$ cat src/rtl/game_pkg.sv
// Shared state codes and helpers for the game sequencer and state-driven blocks.
package game_pkg;
  localparam int STATE_W = 4;
  typedef logic [STATE_W-1:0] state_t;

  localparam state_t ST_TITLE    = 4'd0;
  localparam state_t ST_STAFF    = 4'd1;
  localparam state_t ST_STAGE1   = 4'd2;
  localparam state_t ST_CLEAR1   = 4'd3;
  localparam state_t ST_STAGE2   = 4'd4;
  localparam state_t ST_CLEAR2   = 4'd5;
  localparam state_t ST_STAGE3   = 4'd6;
  localparam state_t ST_ENDING   = 4'd7;
  localparam state_t ST_GAMEOVER = 4'd8;

  function automatic logic is_stage(input state_t s);
    return (s == ST_STAGE1) || (s == ST_STAGE2) || (s == ST_STAGE3);
  endfunction

  function automatic logic is_clear(input state_t s);
    return (s == ST_CLEAR1) || (s == ST_CLEAR2);
  endfunction

  // Stage index 1..3 for STAGEn/CLEARn, 0 elsewhere.
  function automatic logic [1:0] stage_of(input state_t s);
    case (s)
      ST_STAGE1, ST_CLEAR1: return 2'd1;
      ST_STAGE2, ST_CLEAR2: return 2'd2;
      ST_STAGE3:            return 2'd3;
      default:              return 2'd0;
    endcase
  endfunction
endpackage

$ cat src/rtl/hold_timer.sv
// Clear-screen dwell counter; done flags the last cycle of the hold.
module hold_timer #(
  parameter int CLEAR_HOLD_CYC = 200_000_000
) (
  input  logic clk,
  input  logic rst_n,
  input  logic clr,
  input  logic en,
  output logic done
);
  localparam int CW = $clog2(CLEAR_HOLD_CYC + 1);
  localparam logic [CW-1:0] LAST = CW'(CLEAR_HOLD_CYC - 1);

  logic [CW-1:0] r_cnt;

  always_ff @(posedge clk or negedge rst_n) begin
    if (!rst_n)    r_cnt <= '0;
    else if (clr)  r_cnt <= '0;
    else if (en)   r_cnt <= r_cnt + CW'(1);
  end

  assign done = (r_cnt == LAST);
endmodule

$ cat src/rtl/game_flow_ctrl.sv
// Top-level game sequencer: title, three stages with clear screens, ending/game-over.
// Optional stage time limit enabled by defining STAGE_TIMEOUT_EN.
module game_flow_ctrl
  import game_pkg::*;
#(
  parameter int CLEAR_HOLD_CYC = 200_000_000,
  parameter int TIMEOUT_MIN    = 5
) (
  input  logic         clk,
  input  logic         rst_n,
  input  logic         btn_start,
  input  logic         btn_staff,
  input  logic         stage_clear,
  input  logic         player_dead,
  input  logic [15:0]  time_bcd,
  output logic [3:0]   state,
  output logic [1:0]   stage_num,
  output logic         stage_enter
);
  state_t r_state, w_nxt;
  logic   r_stage_enter;
  logic [1:0] r_stage_num;
  logic   w_in_clear, w_hold_done, w_timeout;

  assign w_in_clear = is_clear(r_state);

  hold_timer #(.CLEAR_HOLD_CYC(CLEAR_HOLD_CYC)) u_hold (
    .clk   (clk),
    .rst_n (rst_n),
    .clr   (!w_in_clear),
    .en    (w_in_clear),
    .done  (w_hold_done)
  );

`ifdef STAGE_TIMEOUT_EN
  // The timer display can lag a fresh stage by up to 2 cycles, so hold off the check.
  logic [1:0] r_mask_cnt;
  logic [7:0] w_minutes;
  logic       w_unused_sec;

  always_ff @(posedge clk or negedge rst_n) begin
    if (!rst_n)                  r_mask_cnt <= '0;
    else if (!is_stage(r_state)) r_mask_cnt <= '0;
    else if (r_mask_cnt != 2'd3) r_mask_cnt <= r_mask_cnt + 2'd1;
  end

  assign w_minutes    = 8'(time_bcd[15:12]) * 8'd10 + 8'(time_bcd[11:8]);
  assign w_timeout    = r_mask_cnt[1] && (w_minutes >= 8'(TIMEOUT_MIN));
  assign w_unused_sec = ^time_bcd[7:0];
`else
  logic w_unused_cfg;
  assign w_timeout    = 1'b0;
  assign w_unused_cfg = ^{time_bcd, 8'(TIMEOUT_MIN)};
`endif

  // Each forward step (STAGEn->CLEARn/ENDING, CLEARn->STAGEn+1) is code+1.
  always_comb begin
    w_nxt = r_state;
    case (r_state)
      ST_TITLE:
        if (btn_start)      w_nxt = ST_STAGE1;
        else if (btn_staff) w_nxt = ST_STAFF;
      ST_STAFF:
        if (btn_start || btn_staff) w_nxt = ST_TITLE;
      ST_STAGE1, ST_STAGE2, ST_STAGE3:
        if (player_dead)      w_nxt = ST_GAMEOVER;
        else if (w_timeout)   w_nxt = ST_GAMEOVER;
        else if (stage_clear) w_nxt = r_state + state_t'(1);
      ST_CLEAR1, ST_CLEAR2:
        if (w_hold_done) w_nxt = r_state + state_t'(1);
      ST_ENDING, ST_GAMEOVER:
        if (btn_start) w_nxt = ST_TITLE;
      default: w_nxt = ST_TITLE;
    endcase
  end

  always_ff @(posedge clk or negedge rst_n) begin
    if (!rst_n) begin
      r_state       <= ST_TITLE;
      r_stage_num   <= 2'd0;
      r_stage_enter <= 1'b0;
    end else begin
      r_state       <= w_nxt;
      r_stage_num   <= stage_of(w_nxt);
      r_stage_enter <= is_stage(w_nxt) && (w_nxt != r_state);
    end
  end

  assign state       = r_state;
  assign stage_num   = r_stage_num;
  assign stage_enter = r_stage_enter;
endmodule

$ cat config.mk
export PLATFORM = sky130hd
export DESIGN_NAME = game_flow_ctrl
export DESIGN_NICKNAME = d
export VERILOG_FILES = /design/src/rtl/game_pkg.sv /design/src/rtl/hold_timer.sv /design/src/rtl/game_flow_ctrl.sv
export SDC_FILE = /design/constraint.sdc
export NUM_CORES = 1
export LEC_CHECK = 0
export BUFFER_PORTS_ARGS = -buffer_cell sky130_fd_sc_hd__clkbuf_2
export CORE_MARGIN = 2
export CORE_UTILIZATION = 57
export CTS_CLUSTER_DIAMETER = 100
export DETAILED_ROUTE_END_ITERATION = 8
export GPL_ROUTABILITY_DRIVEN = 0
export PLACE_DENSITY = 0.84
export SLEW_MARGIN = 20
export SYNTH_ARGS = -nofsm -noshare
export SYNTH_HDL_FRONTEND = slang
export SYNTH_SLANG_ARGS = --single-unit
$ cat constraint.sdc
create_clock -name clk -period 2.96 [get_ports clk]
set_input_delay 0.296 -clock clk [delete_from_list [all_inputs] [get_ports clk]]
set_output_delay 0.296 -clock clk [all_outputs]
set_load 0.03 [all_outputs]
# [Yosys cells after proc, flatten, opt, wreduce, memory -nomap -nowiden]
# Cells that the tools add are included.
# W data, S select, Z words.
[word_totals] word_cells=42 regBits=35 in_bits=22
[classes] muxes=10 reduce_logical=11 eq_ne=15 addsub=2
[ops] operator="$add A28 B1 Y28 const B" count=1
[ops] operator="$eq A28 B28 Y1 const B" count=1
[ops] operator="$eq A4 B3 Y1 const B" count=7
[ops] operator="$mux W28" count=1
[ops] operator="$mux W4" count=7
[ops] operator="$pmux W4 S5" count=1
[ops] operator="$eq A4 B2 Y1 const B" count=4
[ops] operator="$reduce_or A2 Y1" count=4
[ops] operator="$pmux W2 S3" count=1
[ops] operator="$add A4 B1 Y4 const B" count=1
[ops] operator="$eq A4 B1 Y1 const B" count=1
[ops] operator="$eq A4 B4 Y1 const B" count=1
[ops] operator="$logic_not A4 Y1" count=1
[ops] operator="$logic_or A1 B1 Y1" count=4
[ops] operator="$ne A4 B4 Y1" count=1
[ops] operator="$reduce_or A3 Y1" count=1
[ops] operator="$logic_and A1 B1 Y1" count=1

# [Logic depth before layout (Yosys ltp)]
[depth] ltp_word=8 depth_mapped=9

# [By module]
# From an unflattened synthesis, not the netlist that was laid out.
[hier_totals] hier_cells=243 hier_area_um2=2255.9
[modules_own_cells] mod="hold_timer" area_each_um2=1516.5 seq_area_each_um2=700.7 cells_each=163 instances=1
[modules_own_cells] mod="game_flow_ctrl" area_each_um2=739.5 seq_area_each_um2=175.2 cells_each=80 instances=1

# [Least setup slack after synthesis]
# OpenSTA, ideal clock, no wires.
[synth_timing] path_kind="register to register" startpoint="register r_state[0] (netlist: state[0])" endpoint="register r_stage_num[1] (netlist: stage_num[1])" stages_incl_launch_ff=10 period_less_slack_ns=2.224 required_ns=2.866 path_slack_ns=0.736 n_path_buf=0 t_arrival_ns=2.130 setup_ns=0.094 cell_sequence="dfrtp_1 inv_1 ha_1 nor4bb_1 a211o_1 nor3_1 o21ai_1 a21boi_2 inv_1 a211oi_1"
[synth_between] elab_chain_cells=7
[synth_rtl] item="start, declared" line_no="game_flow_ctrl.sv:20" text="state_t r_state, w_nxt;"
[synth_rtl] item="start signal, assigned" line_no="game_flow_ctrl.sv:83" text="r_state <= w_nxt;"
[synth_rtl] item="$add A4 B1 Y4" line_no="game_flow_ctrl.sv:68, game_flow_ctrl.sv:70"
[synth_rtl] item="$mux W4" line_no="game_flow_ctrl.sv:68" text="else if (stage_clear) w_nxt = r_state + state_t'(1);"
[synth_rtl] item="$mux W4" line_no="game_flow_ctrl.sv:66" text="if (player_dead) w_nxt = ST_GAMEOVER;"
[synth_rtl] item="$pmux W4 S5 *" line_no="game_flow_ctrl.sv:59" text="case (r_state)"
[synth_rtl] item="via w_nxt[1]" line_no="game_flow_ctrl.sv:20"
[synth_rtl] item="$eq A4 B3 Y1 or $eq A4 B2 Y1 (tied branches)" line_no="game_pkg.sv:26" text="case (s)"
[synth_rtl] item="$reduce_or A2 Y1" line_no="game_pkg.sv:26"
[synth_rtl] item="$pmux W2 S3 *" line_no="game_pkg.sv:26"
[synth_rtl] item="end signal, assigned" line_no="game_flow_ctrl.sv:84" text="r_stage_num <= stage_of(w_nxt);"
[synth_rtl] item="end, declared" line_no="game_flow_ctrl.sv:22" text="logic [1:0] r_stage_num;"
# The timed path passes the listed nets; every way through them passes the cells marked *.

# [Final worst setup path]
# Ends and elaborated chain as after synthesis.

==> run_results.csv <==
group,metric,value,unit
status,status,"finished clean",
clocking,cts_buffers,5,
final_layout,final_area,2210,µm²
final_layout,fill_cells,286,
sta,tns,0,ps
clocking,cts-root-buf,"clkbuf_4",
global_route,track_usage,22.8,%
place,dp_cells,269,
final_layout,num_antenna_cells,0,
final_layout,regArea,876,µm²
die,die_area,4060,µm²
critical_path,cp-start-kind,"flop",
clocking,cts_sinks,35,
global_route,grt_max_degree,36,
critical_path,setup.worst_path.end_class,"flop",
clocking,cts_tree,"built",
route,dr.pass1.iters,4,
power,powerDensity,623,nW/µm²
place,dpl_cell_area,2140,µm²
final_layout,finish.utilization,65.1,%
sta,worst_pin_slew,834,ps
die,chipHeight,63.7,µm
final_layout,layout-drive-gt1-share,13.4,%
die,num_rows,21,
route,antenna_left,0,
final_layout,nets,257,
yosys,syn_area,2030,µm²
sta,max_freq,395,MHz
yosys,synth-seq-cells,35,
sta,hold_violations,0,
die,start_util,59.9,%
critical_path,worstPathArrival,2760,ps
global_route,antenna_found_initial,0,
global_route,overflow,0,
route,vias_per_cell,5.90,
die,die_w,63.7,µm
clocking,h-tree-depth,2,
clocking,hold_buffers,0,
route,wl,4040,µm
final_layout,final_cell_mix,"35 x dfrtp_1, 32 x nor2_1, 12 x clkbuf_2",
yosys,synthCells,216,
clocking,cts_resized,0,
yosys,avgSynthCellArea,9.41,µm²
sta,setup_violations,0,
yosys,ys_seq_area_share,43.1,%
clocking,clock_path_buffers,2,
route,dr.first_iter.drc_count,187,
sta,fin_crit_sh,85.5,%
power,p_leak,0.000915,µW
yosys,synthArstFlopShare,100,%
sta,fin_crit,2530,ps
route,num_vias,1633,
yosys,synth_edf_count,0,
final_layout,multi_input_area,1080,µm²
yosys,yosysUniqueCellTypes,52,
die,ioPinCount,29,
place,io_buffer_count,12,
sta,rsz0062_at_grt,"false",
critical_path,crit_type,"flop to flop",
sta,slew_headroom,44.4,%
route,route.detailed.drc,0,
final_layout,mostFrequentLayoutCell,"dfrtp_1",
sta,slew_viol_final,0,
yosys,synthFlopType,"dfrtp_1",
die,core,3390,µm²
min_path,holdCritPathClass,"input pin to asynchronous set/reset pin",
critical_path,crit_required,3190,ps
final_layout,area_growth,8.62,%
yosys,yosys_warnings,0,
clocking,cts_setup_buffers,0,
global_route,first_global_vias,1619,
sta,clock_skew,11.6,ps
run,cap_violations,0,
place,place_hpwl,2800,µm
final_layout,stdcell_count,277,
critical_path,cp_max_fo,8,
clocking,clk_pin_slew,110,ps
power,ir_drop,357,µV
yosys,syn_nets,243,
clocking,clock_latency,340,ps
route,wire_per_inst,14.6,µm
global_route,grt_pass1_wl,7210,µm
==> report_power, final <==
part / internal (µW) / total, µW / leakage [µW] / switching [µW]
registers: 513 / 571 / 0.000484 / 58.1
clock network: 140 / 298 / 0.0000386 / 158
logic: 177 / 505 / 0.000393 / 328
total: 830 / 1370 / 0.000915 / 545
==> per-stage QoR <==
stage	total power, µW	setup slack [ps]	hold WS, ps
5_1_grt	1460	140	113
3_3_place_gp	1070	580	431
6_report	1370	428	35.7
4_1_cts	1380	412	51.5
3_5_place_dp	1080	449	439
2_1_floorplan	952	736	0.409
==> cell usage after synthesis, types with 3 or more instances <==
cell type | n | area, µm²
xor2_1 | 11 | 96.3
xnor2_1 | 11 | 96.3
ha_1 | 5 | 62.6
nor2_1 | 32 | 120
or3_1 | 5 | 31.3
a21oi_1 | 7 | 35.0
nor4b_1 | 3 | 26.3
inv_1 | 11 | 41.3
clkbuf_1 | 7 | 26.3
nor4bb_1 | 3 | 30.0
nand2_1 | 7 | 26.3
nand3_1 | 11 | 55.1
o21ai_0 | 8 | 40.0
dfrtp_1 | 35 | 876
o21ai_1 | 4 | 20.0
nor3_1 | 7 | 35.0
nand4_1 | 8 | 50.1
==> layer usage <==
metal	GRT usage, %	up-vias	wire length, µm
li1	-	810	-
met1	29.6	786	1890
met2	37.2	32	1960
met3	5.36	5	147
met4	7.88	0	39
met5	0	-	0
==> kinds of logic after synthesis <==
| logic type | synth area share, % |
|---|---|
| and+or+nand+nor | 26.5 |
| AOI/OAI and AO/OA | 13.9 |
| DFF | 43.1 |
| xor gates and xnor gates | 9.48 |
| buffers and inverters | 3.51 |
| adders and majority gates | 3.08 |
| muxes | 0.493 |
==> final timing paths <==
| path | from | end | slack (ps) | cells past startpoint |
|---|---|---|---|---|
| max in group asynchronous | rst_n | u_hold.r_cnt[18] | 2400 | 1 |
| hold / removal | rst_n | u_hold.r_cnt[19] | 40 | 1 |
| min in group clk | stage_clear | state[3] | 450 | 3 |
| setup / recovery | state[0] | stage_num[1] | 430 | 9 |
| setup reg to reg | state[0] | stage_num[1] | 430 | 9 |
| hold reg to reg | u_hold.r_cnt[0] | u_hold.r_cnt[0] | 490 | 1 |
==> registers in the layout (all words and copies together) (netlist names) <==
register,flops
state,4
u_hold.r_cnt,28
stage_enter,1
stage_num,2
==> layout make-up <==
type	count	area share, %
tap	46	2.61
timing repair buffer	14	3.40
inverter	12	2.04
multi-input combinational	162	49.1
clock buffer	8	3.12
sequential	35	39.7
==> critical path, cell delays in order, from the launching register on <==
cell and delay, ps:
dfrtp_1 510, inv_1 110, ha_1 280, nor4bb_1 180, a211o_1 250, nor3_1 280, o21ai_1 140, a21boi_2 250
inv_1 90, a211oi_1 320
Power figures use the tool's default switching activity.
